--- src/rtl/lsu_pkg.sv ---
// Shared types for the load/store unit memory port.
//   size_e   : request access size encoding (req_size_i)
//   state_e  : memory-port sequencer states
//   is_misaligned(addr, size) : alignment test on the two low address bits
package lsu_pkg;

  typedef enum logic [1:0] {
    BYTE    = 2'b00,
    HALF    = 2'b01,
    WORD    = 2'b10,
    ILLEGAL = 2'b11
  } size_e;

  typedef enum logic [2:0] {
    IDLE,
    RD,
    RMW_RD,
    WR,
    RESP
  } state_e;

  // ILLEGAL is rejected separately, so it is not reported as misaligned here.
  function automatic logic is_misaligned(input logic [1:0] addr, input size_e size);
    case (size)
      HALF:    return addr[0];
      WORD:    return addr != 2'b00;
      default: return 1'b0;
    endcase
  endfunction

endpackage

--- src/rtl/lsu_mem_port_if.sv ---
// Bundle of the request/response handshake and the word-wide memory port.
// Signal names keep their direction suffix as seen from the LSU.
//   master : the LSU (lsu_mem_port) -- accepts requests, drives the memory
//   slave  : the environment -- execute stage plus the memory model
interface lsu_mem_port_if #(
  parameter int unsigned AWIDTH = 32,
  parameter int unsigned DWIDTH = 32
);
  logic              req_valid_i;
  logic              req_ready_o;
  logic              req_we_i;
  logic [1:0]        req_size_i;
  logic              req_unsigned_i;
  logic [AWIDTH-1:0] req_addr_i;
  logic [DWIDTH-1:0] req_wdata_i;
  logic              resp_valid_o;
  logic [DWIDTH-1:0] resp_rdata_o;
  logic              resp_err_o;
  logic [AWIDTH-1:0] mem_addr_o;
  logic [DWIDTH-1:0] mem_data_o;
  logic              mem_read_en_o;
  logic              mem_write_en_o;
  logic [DWIDTH-1:0] mem_data_i;

  modport master (
    input  req_valid_i, req_we_i, req_size_i, req_unsigned_i, req_addr_i,
           req_wdata_i, mem_data_i,
    output req_ready_o, resp_valid_o, resp_rdata_o, resp_err_o,
           mem_addr_o, mem_data_o, mem_read_en_o, mem_write_en_o
  );

  modport slave (
    output req_valid_i, req_we_i, req_size_i, req_unsigned_i, req_addr_i,
           req_wdata_i, mem_data_i,
    input  req_ready_o, resp_valid_o, resp_rdata_o, resp_err_o,
           mem_addr_o, mem_data_o, mem_read_en_o, mem_write_en_o
  );
endinterface

--- src/rtl/lsu_lane_align.sv ---
// Combinational byte-lane steering between a memory word and the LSU.
//   word_i       : word read from memory
//   addr_lo_i    : byte offset within the word
//   size_i       : access size
//   unsigned_i   : zero-extend loads when 1
//   wdata_i      : right-justified store data
//   load_data_o  : addressed lane, sign/zero extended
//   store_word_o : word_i with only the addressed byte/half replaced
module lsu_lane_align
  import lsu_pkg::*;
#(
  parameter int unsigned DWIDTH = 32
) (
  input  logic [DWIDTH-1:0] word_i,
  input  logic [1:0]        addr_lo_i,
  input  size_e             size_i,
  input  logic              unsigned_i,
  input  logic [DWIDTH-1:0] wdata_i,
  output logic [DWIDTH-1:0] load_data_o,
  output logic [DWIDTH-1:0] store_word_o
);
  logic [4:0]        sh;
  logic [DWIDTH-1:0] shifted;
  logic [DWIDTH-1:0] mask;

  always_comb begin
    sh          = {addr_lo_i, 3'b000};
    shifted     = word_i >> sh;
    load_data_o = shifted;
    mask        = '1;
    case (size_i)
      BYTE: begin
        load_data_o = {{(DWIDTH-8){~unsigned_i & shifted[7]}}, shifted[7:0]};
        mask        = DWIDTH'(8'hFF) << sh;
      end
      HALF: begin
        load_data_o = {{(DWIDTH-16){~unsigned_i & shifted[15]}}, shifted[15:0]};
        mask        = DWIDTH'(16'hFFFF) << sh;
      end
      default: ;
    endcase
    store_word_o = (word_i & ~mask) | ((wdata_i << sh) & mask);
  end
endmodule

--- src/rtl/lsu_mem_port.sv ---
// Load/store unit initiator for the byte-addressable data memory.
// Accepts one request at a time, checks size/alignment/range, drives the
// word-wide memory port (combinational read, write on posedge) and returns a
// one-cycle response. Sub-word stores are read-modify-write.
//   clk, rst : clock; synchronous active-high reset
//   bus      : lsu_mem_port_if.master -- request, response and memory port
module lsu_mem_port
  import lsu_pkg::*;
#(
  parameter int unsigned          AWIDTH    = 32,
  parameter int unsigned          DWIDTH    = 32,
  parameter logic [AWIDTH-1:0]    BASE_ADDR = 32'h01000000,
  parameter logic [AWIDTH-1:0]    MEM_BYTES = 32'h00100000
) (
  input logic           clk,
  input logic           rst,
  lsu_mem_port_if.master bus
);
  // One bit wider than the address so a wrapping end address is still caught.
  localparam logic [AWIDTH:0] LIMIT = {1'b0, BASE_ADDR} + {1'b0, MEM_BYTES};

  state_e            state_q;
  logic              we_q;
  size_e             size_q;
  logic              uns_q;
  logic [1:0]        lo_q;
  logic [DWIDTH-1:0] wdata_q;
  logic              resp_valid_q;
  logic              resp_err_q;
  logic [DWIDTH-1:0] resp_rdata_q;
  logic [AWIDTH-1:0] mem_addr_q;
  logic [DWIDTH-1:0] mem_data_q;
  logic              rd_en_q;
  logic              wr_en_q;

  logic              ready;
  logic              accept;
  size_e             size_in;
  logic [AWIDTH:0]   nbytes;
  logic              req_err;
  logic [DWIDTH-1:0] load_data;
  logic [DWIDTH-1:0] store_word;

  assign ready   = (state_q == IDLE) & ~rst;
  assign accept  = bus.req_valid_i & ready;
  assign size_in = size_e'(bus.req_size_i);

  always_comb begin
    case (size_in)
      BYTE:    nbytes = (AWIDTH+1)'(1);
      HALF:    nbytes = (AWIDTH+1)'(2);
      default: nbytes = (AWIDTH+1)'(4);
    endcase
    req_err = (size_in == ILLEGAL)
            | is_misaligned(bus.req_addr_i[1:0], size_in)
            | (bus.req_addr_i < BASE_ADDR)
            | (({1'b0, bus.req_addr_i} + nbytes) > LIMIT);
  end

  lsu_lane_align #(.DWIDTH(DWIDTH)) u_align (
    .word_i       (bus.mem_data_i),
    .addr_lo_i    (lo_q),
    .size_i       (size_q),
    .unsigned_i   (uns_q),
    .wdata_i      (wdata_q),
    .load_data_o  (load_data),
    .store_word_o (store_word)
  );

  always_ff @(posedge clk) begin
    if (rst) begin
      state_q      <= IDLE;
      we_q         <= 1'b0;
      size_q       <= BYTE;
      uns_q        <= 1'b0;
      lo_q         <= '0;
      wdata_q      <= '0;
      resp_valid_q <= 1'b0;
      resp_err_q   <= 1'b0;
      resp_rdata_q <= '0;
      mem_addr_q   <= BASE_ADDR;
      mem_data_q   <= '0;
      rd_en_q      <= 1'b0;
      wr_en_q      <= 1'b0;
    end else begin
      case (state_q)
        IDLE: begin
          if (accept) begin
            we_q    <= bus.req_we_i;
            size_q  <= size_in;
            uns_q   <= bus.req_unsigned_i;
            lo_q    <= bus.req_addr_i[1:0];
            wdata_q <= bus.req_wdata_i;
            if (req_err) begin
              state_q      <= RESP;
              resp_valid_q <= 1'b1;
              resp_err_q   <= 1'b1;
            end else begin
              mem_addr_q <= {bus.req_addr_i[AWIDTH-1:2], 2'b00};
              if (!bus.req_we_i) begin
                state_q <= RD;
                rd_en_q <= 1'b1;
              end else if (size_in == WORD) begin
                state_q    <= WR;
                wr_en_q    <= 1'b1;
                mem_data_q <= bus.req_wdata_i;
              end else begin
                state_q <= RMW_RD;
                rd_en_q <= 1'b1;
              end
            end
          end
        end
        RD: begin
          rd_en_q      <= 1'b0;
          resp_valid_q <= 1'b1;
          resp_rdata_q <= load_data;
          state_q      <= RESP;
        end
        RMW_RD: begin
          rd_en_q    <= 1'b0;
          wr_en_q    <= 1'b1;
          mem_data_q <= store_word;
          state_q    <= WR;
        end
        WR: begin
          wr_en_q      <= 1'b0;
          resp_valid_q <= 1'b1;
          state_q      <= RESP;
        end
        RESP: begin
          resp_valid_q <= 1'b0;
          resp_err_q   <= 1'b0;
          resp_rdata_q <= '0;
          state_q      <= IDLE;
        end
        default: state_q <= IDLE;
      endcase
    end
  end

  // Registered strobes are masked by rst so a reset arriving during WR
  // suppresses the write at the coming edge, and no response leaks out.
  assign bus.req_ready_o    = ready;
  assign bus.resp_valid_o   = resp_valid_q & ~rst;
  assign bus.resp_err_o     = resp_err_q & ~rst;
  assign bus.resp_rdata_o   = rst ? '0 : resp_rdata_q;
  assign bus.mem_read_en_o  = rd_en_q & ~rst;
  assign bus.mem_write_en_o = wr_en_q & ~rst;
  assign bus.mem_addr_o     = mem_addr_q;
  assign bus.mem_data_o     = mem_data_q;

  logic unused_we;
  assign unused_we = we_q;
endmodule
--- src/flat_wrapper.sv ---
// flat-port wrapper written by rule: the top's interface ports become plain ports
module lsu_mem_port_flat import lsu_pkg::*;
#(
  parameter int unsigned          AWIDTH    = 32,
  parameter int unsigned          DWIDTH    = 32,
  parameter logic [AWIDTH-1:0]    BASE_ADDR = 32'h01000000,
  parameter logic [AWIDTH-1:0]    MEM_BYTES = 32'h00100000
)
  (clk, rst, bus_req_valid_i, bus_req_we_i, bus_req_size_i, bus_req_unsigned_i, bus_req_addr_i, bus_req_wdata_i, bus_mem_data_i, bus_req_ready_o, bus_resp_valid_o, bus_resp_rdata_o, bus_resp_err_o, bus_mem_addr_o, bus_mem_data_o, bus_mem_read_en_o, bus_mem_write_en_o);
  lsu_mem_port_if #(.AWIDTH(AWIDTH), .DWIDTH(DWIDTH)) bus_i ();
  input logic clk;
  input logic rst;
  input wire logic [$bits(bus_i.req_valid_i)-1:0] bus_req_valid_i;
  input wire logic [$bits(bus_i.req_we_i)-1:0] bus_req_we_i;
  input wire logic [$bits(bus_i.req_size_i)-1:0] bus_req_size_i;
  input wire logic [$bits(bus_i.req_unsigned_i)-1:0] bus_req_unsigned_i;
  input wire logic [$bits(bus_i.req_addr_i)-1:0] bus_req_addr_i;
  input wire logic [$bits(bus_i.req_wdata_i)-1:0] bus_req_wdata_i;
  input wire logic [$bits(bus_i.mem_data_i)-1:0] bus_mem_data_i;
  output wire logic [$bits(bus_i.req_ready_o)-1:0] bus_req_ready_o;
  output wire logic [$bits(bus_i.resp_valid_o)-1:0] bus_resp_valid_o;
  output wire logic [$bits(bus_i.resp_rdata_o)-1:0] bus_resp_rdata_o;
  output wire logic [$bits(bus_i.resp_err_o)-1:0] bus_resp_err_o;
  output wire logic [$bits(bus_i.mem_addr_o)-1:0] bus_mem_addr_o;
  output wire logic [$bits(bus_i.mem_data_o)-1:0] bus_mem_data_o;
  output wire logic [$bits(bus_i.mem_read_en_o)-1:0] bus_mem_read_en_o;
  output wire logic [$bits(bus_i.mem_write_en_o)-1:0] bus_mem_write_en_o;
  assign bus_i.req_valid_i = bus_req_valid_i;
  assign bus_i.req_we_i = bus_req_we_i;
  assign bus_i.req_size_i = bus_req_size_i;
  assign bus_i.req_unsigned_i = bus_req_unsigned_i;
  assign bus_i.req_addr_i = bus_req_addr_i;
  assign bus_i.req_wdata_i = bus_req_wdata_i;
  assign bus_i.mem_data_i = bus_mem_data_i;
  assign bus_req_ready_o = bus_i.req_ready_o;
  assign bus_resp_valid_o = bus_i.resp_valid_o;
  assign bus_resp_rdata_o = bus_i.resp_rdata_o;
  assign bus_resp_err_o = bus_i.resp_err_o;
  assign bus_mem_addr_o = bus_i.mem_addr_o;
  assign bus_mem_data_o = bus_i.mem_data_o;
  assign bus_mem_read_en_o = bus_i.mem_read_en_o;
  assign bus_mem_write_en_o = bus_i.mem_write_en_o;
  lsu_mem_port #(.AWIDTH(AWIDTH), .DWIDTH(DWIDTH), .BASE_ADDR(BASE_ADDR), .MEM_BYTES(MEM_BYTES)) u_core (.clk(clk), .rst(rst), .bus(bus_i));
endmodule
--- config.mk ---
export PLATFORM = sky130hd
export DESIGN_NAME = lsu_mem_port_flat
export DESIGN_NICKNAME = d
export VERILOG_FILES = /design/src/rtl/lsu_pkg.sv /design/src/rtl/lsu_mem_port_if.sv /design/src/rtl/lsu_lane_align.sv /design/src/rtl/lsu_mem_port.sv /design/src/flat_wrapper.sv
export SDC_FILE = /design/constraint.sdc
export NUM_CORES = 1
export LEC_CHECK = 0
export CORE_ASPECT_RATIO = 0.9
export CORE_MARGIN = 2
export CORE_UTILIZATION = 42
export CTS_BUF_LIST = sky130_fd_sc_hd__clkbuf_16
export DETAILED_ROUTE_END_ITERATION = 8
export PLACE_DENSITY = 0.82
export SYNTH_ARGS = -nofsm -noshare
export SYNTH_HDL_FRONTEND = slang
export SYNTH_SLANG_ARGS = --single-unit
--- constraint.sdc ---
create_clock -name clk -period 6.6 [get_ports clk]
set_clock_uncertainty 0.05 [all_clocks]
set_input_delay 1.32 -clock clk [delete_from_list [all_inputs] [get_ports clk]]
set_output_delay 1.32 -clock clk [all_outputs]
set_load 0.03 [all_outputs]
==> results of run 1 <==
## critical path: stages
cell	delay (ns)
clkdlybuf4s50_1	0.46
inv_1	0.16
ha_1	0.18
nor2_1	0.05
ha_1	0.38
nand3_1	0.19
a211o_1	0.36
a2111oi_0	0.53
o22ai_1	0.18
o41a_1	0.47
o21ai_4	0.56
nand4_1	0.38
a211o_1	0.37
## cells by family (layout without fill, tap and decap cells)
logic type      Yosys count  count (layout)
simple gates            391             391
compound gates          380             380
flops                   138             138
buf+inv                 108             257
mux                      57              57
fa+ha+maj                10              10
xor+xnor                  7               7
other cells               1               5
## state kept, by name, summed over array words and instances (netlist names)
| name | flops |
|---|---|
| u_core.bus.mem_data_o | 32 |
| u_core.rd_en_q | 1 |
| u_core.resp_err_q | 1 |
| u_core.size_q | 2 |
| u_core.bus.mem_addr_o | 30 |
| u_core.resp_valid_q | 1 |
| u_core.wr_en_q | 1 |
| u_core.wdata_q | 32 |
| u_core.uns_q | 1 |
| u_core.lo_q | 2 |
| u_core.state_q | 3 |
| u_core.resp_rdata_q | 32 |
## cell usage in the layout (no fill, tap or decap), types with 9 or more instances in the layout
| cell type | count |
|---|---|
| ha_1 | 9 |
| nand2_1 | 143 |
| a21o_1 | 35 |
| a21oi_1 | 98 |
| nand4_1 | 11 |
| clkbuf_16 | 17 |
| nor2b_1 | 46 |
| nand3b_1 | 36 |
| dfxtp_1 | 136 |
| a211oi_1 | 14 |
| a31oi_1 | 33 |
| clkdlybuf4s50_1 | 200 |
| o21a_1 | 10 |
| nor3_1 | 43 |
| buf_4 | 20 |
| nor2_1 | 17 |
| nor3b_1 | 17 |
| mux2i_1 | 49 |
| nand3_1 | 32 |
| o21ai_0 | 147 |
## final timing paths
| kind | from | end | slack, ns | cells after the start |
|---|---|---|---|---|
| setup / recovery | bus_req_size_i[1] | u_core.bus.mem_addr_o[24] | 1.24 | 13 |
| hold / removal | u_core.bus.mem_data_o[13] | u_core.bus.mem_data_o[13] | 0.42 | 2 |
| setup reg to reg | u_core.lo_q[0] | u_core.resp_rdata_q[30] | 3.56 | 8 |
| hold reg to reg | u_core.bus.mem_data_o[13] | u_core.bus.mem_data_o[13] | 0.42 | 2 |
## power breakdown
| part | switching (mW) | internal (mW) |
|---|---|---|
| combinational | 0.212 | 0.152 |
| clock | 0.370 | 0.586 |
| sequential | 0.0226 | 0.852 |
## through the flow
step,cells,util
floorplan,1093,-
global placement,1461,0.539
detailed placement,1461,0.539
CTS,1492,0.569
global route,1495,0.570
finish,1495,0.570
## synthesized netlist by cell type (7+ instances only)
cell,count,area share
clkbuf_1,83,0.038
nand2_1,143,0.065
buf_2,9,0.0055
a31oi_1,33,0.025
a21boi_0,8,0.0073
a21o_1,35,0.032
mux2i_1,49,0.059
nor3b_1,17,0.015
nor4_1,7,0.0053
nand3_1,32,0.019
o21a_1,10,0.0091
ha_1,9,0.014
and3_1,8,0.0061
o21ai_0,147,0.089
nor3_1,45,0.027
mux2_2,8,0.011
nand3b_1,36,0.033
nand4_1,11,0.0083
a21oi_1,98,0.059
a211oi_1,14,0.013
dfxtp_1,138,0.33
nor2b_1,46,0.035
nor2_1,19,0.0086
## area by class of cell
class                   count  area [µm²]
flip-flops and latches    138        2770
fillers                  1729        8270
clock buffers              17         425
inverters                   6        22.5
diodes                      3        7.51
clock inverters            14         158
multi-input cells         847        5100
well taps                 250         313
repair buffers            220        2150
## per-layer routing
layer | share of wire | track usage | vias to the layer above
met1 | 0.42 | 0.364 | 4156
met3 | 0.10 | 0.0766 | 64
li1 | - | - | 4229
met5 | 0 | 0 | -
met4 | 0.031 | 0.110 | 0
met2 | 0.45 | 0.416 | 511
==> metrics, run 1 <==
Place WS=roughly 0.9 ns; HP Class=reg2reg; core area=0.0192 mm²; Synth cell types=60; htree depth=4; Routed WL=29500 µm; RSZ-0062 raised after global routing=no; Peak VDD IR=165 µV; Die Height=approximately 140 µm; CTS clk-pin slew, worst paths=0.06 ns; Fmax achieved=0.187 GHz; PD cells=200 mW/mm²; Avg Inst Size Synth=7.56 µm²; DR vias=about 9000; Synthesis Warnings=0; num ports=204; grt ovf=0; Tightest Pin Transition=1.20 ns; GRT Overall Usage=0.272; drt via density=between 5 and 6; post-synthesis cell count=between 1000 and 1500; number of global-route vias before repair=just over 8000; Clock Sinks=138; Critical Path RT=between 6 and 7 ns; total negative slack=0 ns; mux cell area share after synthesis=0.0703; port buffer count=201; CP Launch Type=input pin; first-pass GRT wire length=approximately 45000 µm; Hold Vio Cnt, Final=0; Crit. End Element=register; Critical Path Fanout Max=22; initial DRC count=1032; overall power=2.19 mW; crit share post-route=0.812; largest family of logic cells by synthesized area=compound AO/OA/AOI/OAI gates; Critical Path AT=5.63 ns; Clock Latency Late Sink=0.43 ns; FP Rows=48; DRC Markers=0; clk buf depth=2; pin count of the biggest net entering global routing=100; nets=1343; layout cells sized above 1=0.0580; Final GP Congestion=0.949; post-CTS setup repair buffer count=0; post-synthesis compound-gate area fraction=0.272; fraction of registers with async set/reset=0; antenna viol nets, final=0; Clock Root Buffer=clkbuf_16; Tmin final=5.36 ns; Synth Area in XOR/XNOR=0.00742; placed instance area=0.0104 mm²; Post-DP HPWL=20700 µm; outcome=finished clean; Mapped Area=0.00826 mm²; Resized cells post-CTS=0; FF+latch count, synth=138; drt pass-1 iters=5; setup slack after layout=1.24 ns; initial antenna violation count=3; LEAKAGE=4.12 nW; max-cap violation count=0; worst hold slack=between 0.4 and 0.5 ns; Post-CTS Hold Buffers=0; fin. max-slew vios=0; Final Cell Area=~0.011 mm²; TritonCTS clock tree=done; Seq/Total Area, Yosys=0.334; Max-Slew Margin vs Limit=0.194; die width=152 µm; routed len/inst=19.7 µm; synthesis-to-finish area growth=32.5%; dominant synthesized flop cell=dfxtp_1; die area=approximately 0.021 mm²; final setup violation count=0; area share of fa/ha/maj cells after synthesis=0.0161; Post-Synth Simple-Gate Area=0.247; CTS buffer count=17; Post-synth EDFFs=0; Setup CP Type=in2reg; Starting Density=0.430
Note: power is estimated with default switching activity, not from simulation.
==> inputs of run 2 (changes only) <==
Clock period 6.6 ns to 5.4 ns, I/O delays scaled along.
==> run 2 against run 1 <==
Sequential power up 21%. Sequential cell count unchanged. Power up 22%. Die area unchanged. Sequential share of layout area down 0.10 points. Cell area up 0.40%. Count of clock-buffer cells in the layout unchanged. Wire length up 1.4%. Largest cell class unchanged. Highest routed layer unchanged.
==> metrics, run 2 (synthesis gave the netlist of run 1 again) <==
CTS buffer count=17; Post-DP HPWL=20800 µm; CTS clk-pin slew, worst paths=0.06 ns; RSZ-0062 raised after global routing=no; nets=approximately 1300; GRT Overall Usage=0.276; Final GP Congestion=between 0.9 and 1; FP Rows=48; Clock Latency Late Sink=roughly 0.43 ns; initial antenna violation count=1; worst hold slack=0.424 ns; layout cells sized above 1=0.0609; DR vias=9153; crit-path cells=clkdlybuf4s50_1 -> inv_1 -> ha_1 -> ha_1 -> fa_1 -> xor2_1 -> a2111oi_0 -> o31a_1 -> o2111ai_1 -> o41a_1 -> o21a_1 -> buf_4 -> o21ai_0 -> a21oi_1; Filler Cell Count=1724; total negative slack=0 ns; Resized cells post-CTS=0; Crit-path slowest cell=clkdlybuf4s50_1; Die Height=137 µm; fin. max-slew vios=0; Post-CTS Hold Buffers=0; pin count of the biggest net entering global routing=75; Crit. End Element=register; Tightest Pin Transition=1.28 ns; num ports=204; die width=152 µm; delay-heaviest family, CP=compound AO/OA/AOI/OAI gates; core area=0.0192 mm²; Clock Root Buffer=clkbuf_16; TritonCTS clock tree=done; CP dominant cell by count=ha_1; number of global-route vias before repair=around 8200; CP bufs+invs=3; outcome=finished clean; max-cap violation count=0; antenna viol nets, final=0; Hold Vio Cnt, Final=0; Critical Path RT=5.65 ns; htree depth=4; Fmax achieved=just over 0.2 GHz; Critical Path Fanout Max=21; CP Launch Type=input pin; final setup violation count=0; Critical Path AT=5.11 ns; crit share post-route=0.901; Setup CP Type=in2reg; port buffer count=201; most common cell after layout, fill and taps aside=clkdlybuf4s50_1; Peak VDD IR=roughly 230 µV; drt via density=6.11; Max-Slew Margin vs Limit=0.147; post-CTS setup repair buffer count=0; placed instance area=0.0104 mm²; Starting Density=0.430; DRC Markers=0; die area=0.0208 mm²; clk buf depth=2; initial DRC count=roughly 1200; HP Class=reg2reg; LEAKAGE=between 4 and 5 nW; first-pass GRT wire length=45700 µm; Final Cell Area=~0.011 mm²; Tmin final=4.87 ns; drt pass-1 iters=6; most frequent cells in the layout=200 x clkdlybuf4s50_1, 147 x o21ai_0, 143 x nand2_1; Routed WL=about 30000 µm; routed len/inst=19.9 µm; grt ovf=0; synthesis-to-finish area growth=33.1%; Clock Sinks=138; largest stage delay on the critical path=0.55 ns; PD cells=244 mW/mm²
-- run 2: worst paths after layout --
kind	from	slack, ns	cells past startpoint	endpoint
min reg2reg	u_core.bus.mem_data_o[12]	0.42	2	u_core.bus.mem_data_o[12]
max	bus_req_size_i[0]	0.53	14	u_core.bus.mem_data_o[24]
max reg2reg	u_core.lo_q[1]	2.13	8	u_core.resp_rdata_q[21]
min	u_core.bus.mem_data_o[12]	0.42	2	u_core.bus.mem_data_o[12]
-- run 2: area by class of cell --
type / instances / area (µm²) / area share
multi-input cells: 847 / 5100 / 0.464
flip-flops and latches: 138 / 2770 / 0.252
repair buffers: 225 / 2200 / 0.200
clock buffers: 17 / 425 / 0.0387
well taps: 250 / 313 / 0.0285
clock inverters: 15 / 159 / 0.0145
inverters: 6 / 22.5 / 0.00205
diodes: 1 / 2.50 / 0.000228
-- run 2: tightest hold or removal path, stage by stage (launching register included) --
cell     delay (ns)
dfxtp_1        0.30
o21ai_0        0.07
a21oi_1        0.06
-- run 2: per-layer routing --
metal,share of wire,vias to the layer above,global-route usage
met1,0.41,4273,0.365
met3,0.11,77,0.0640
met5,0,-,0
met4,0.035,0,0.117
li1,-,4236,-
met2,0.45,567,0.436
-- run 2: power by group --
part	switching (mW)	internal [mW]	total [mW]	leakage [nW]
clock	0.448	0.716	1.16	0.288
combinational	0.267	0.188	0.455	2.75
sequential	0.0226	1.04	1.06	1.12
-- run 2: per-stage QoR --
step	total power, mW	setup WS (ns)	instances	utilization
5_1_grt	2.77	0.328	1499	0.572
2_1_floorplan	1.33	1.29	1093	-
3_3_place_gp	1.52	0.297	1466	0.541
3_5_place_dp	1.52	0.170	1466	0.541
6_report	2.68	0.534	1499	0.572
4_1_cts	2.68	0.581	1498	0.572
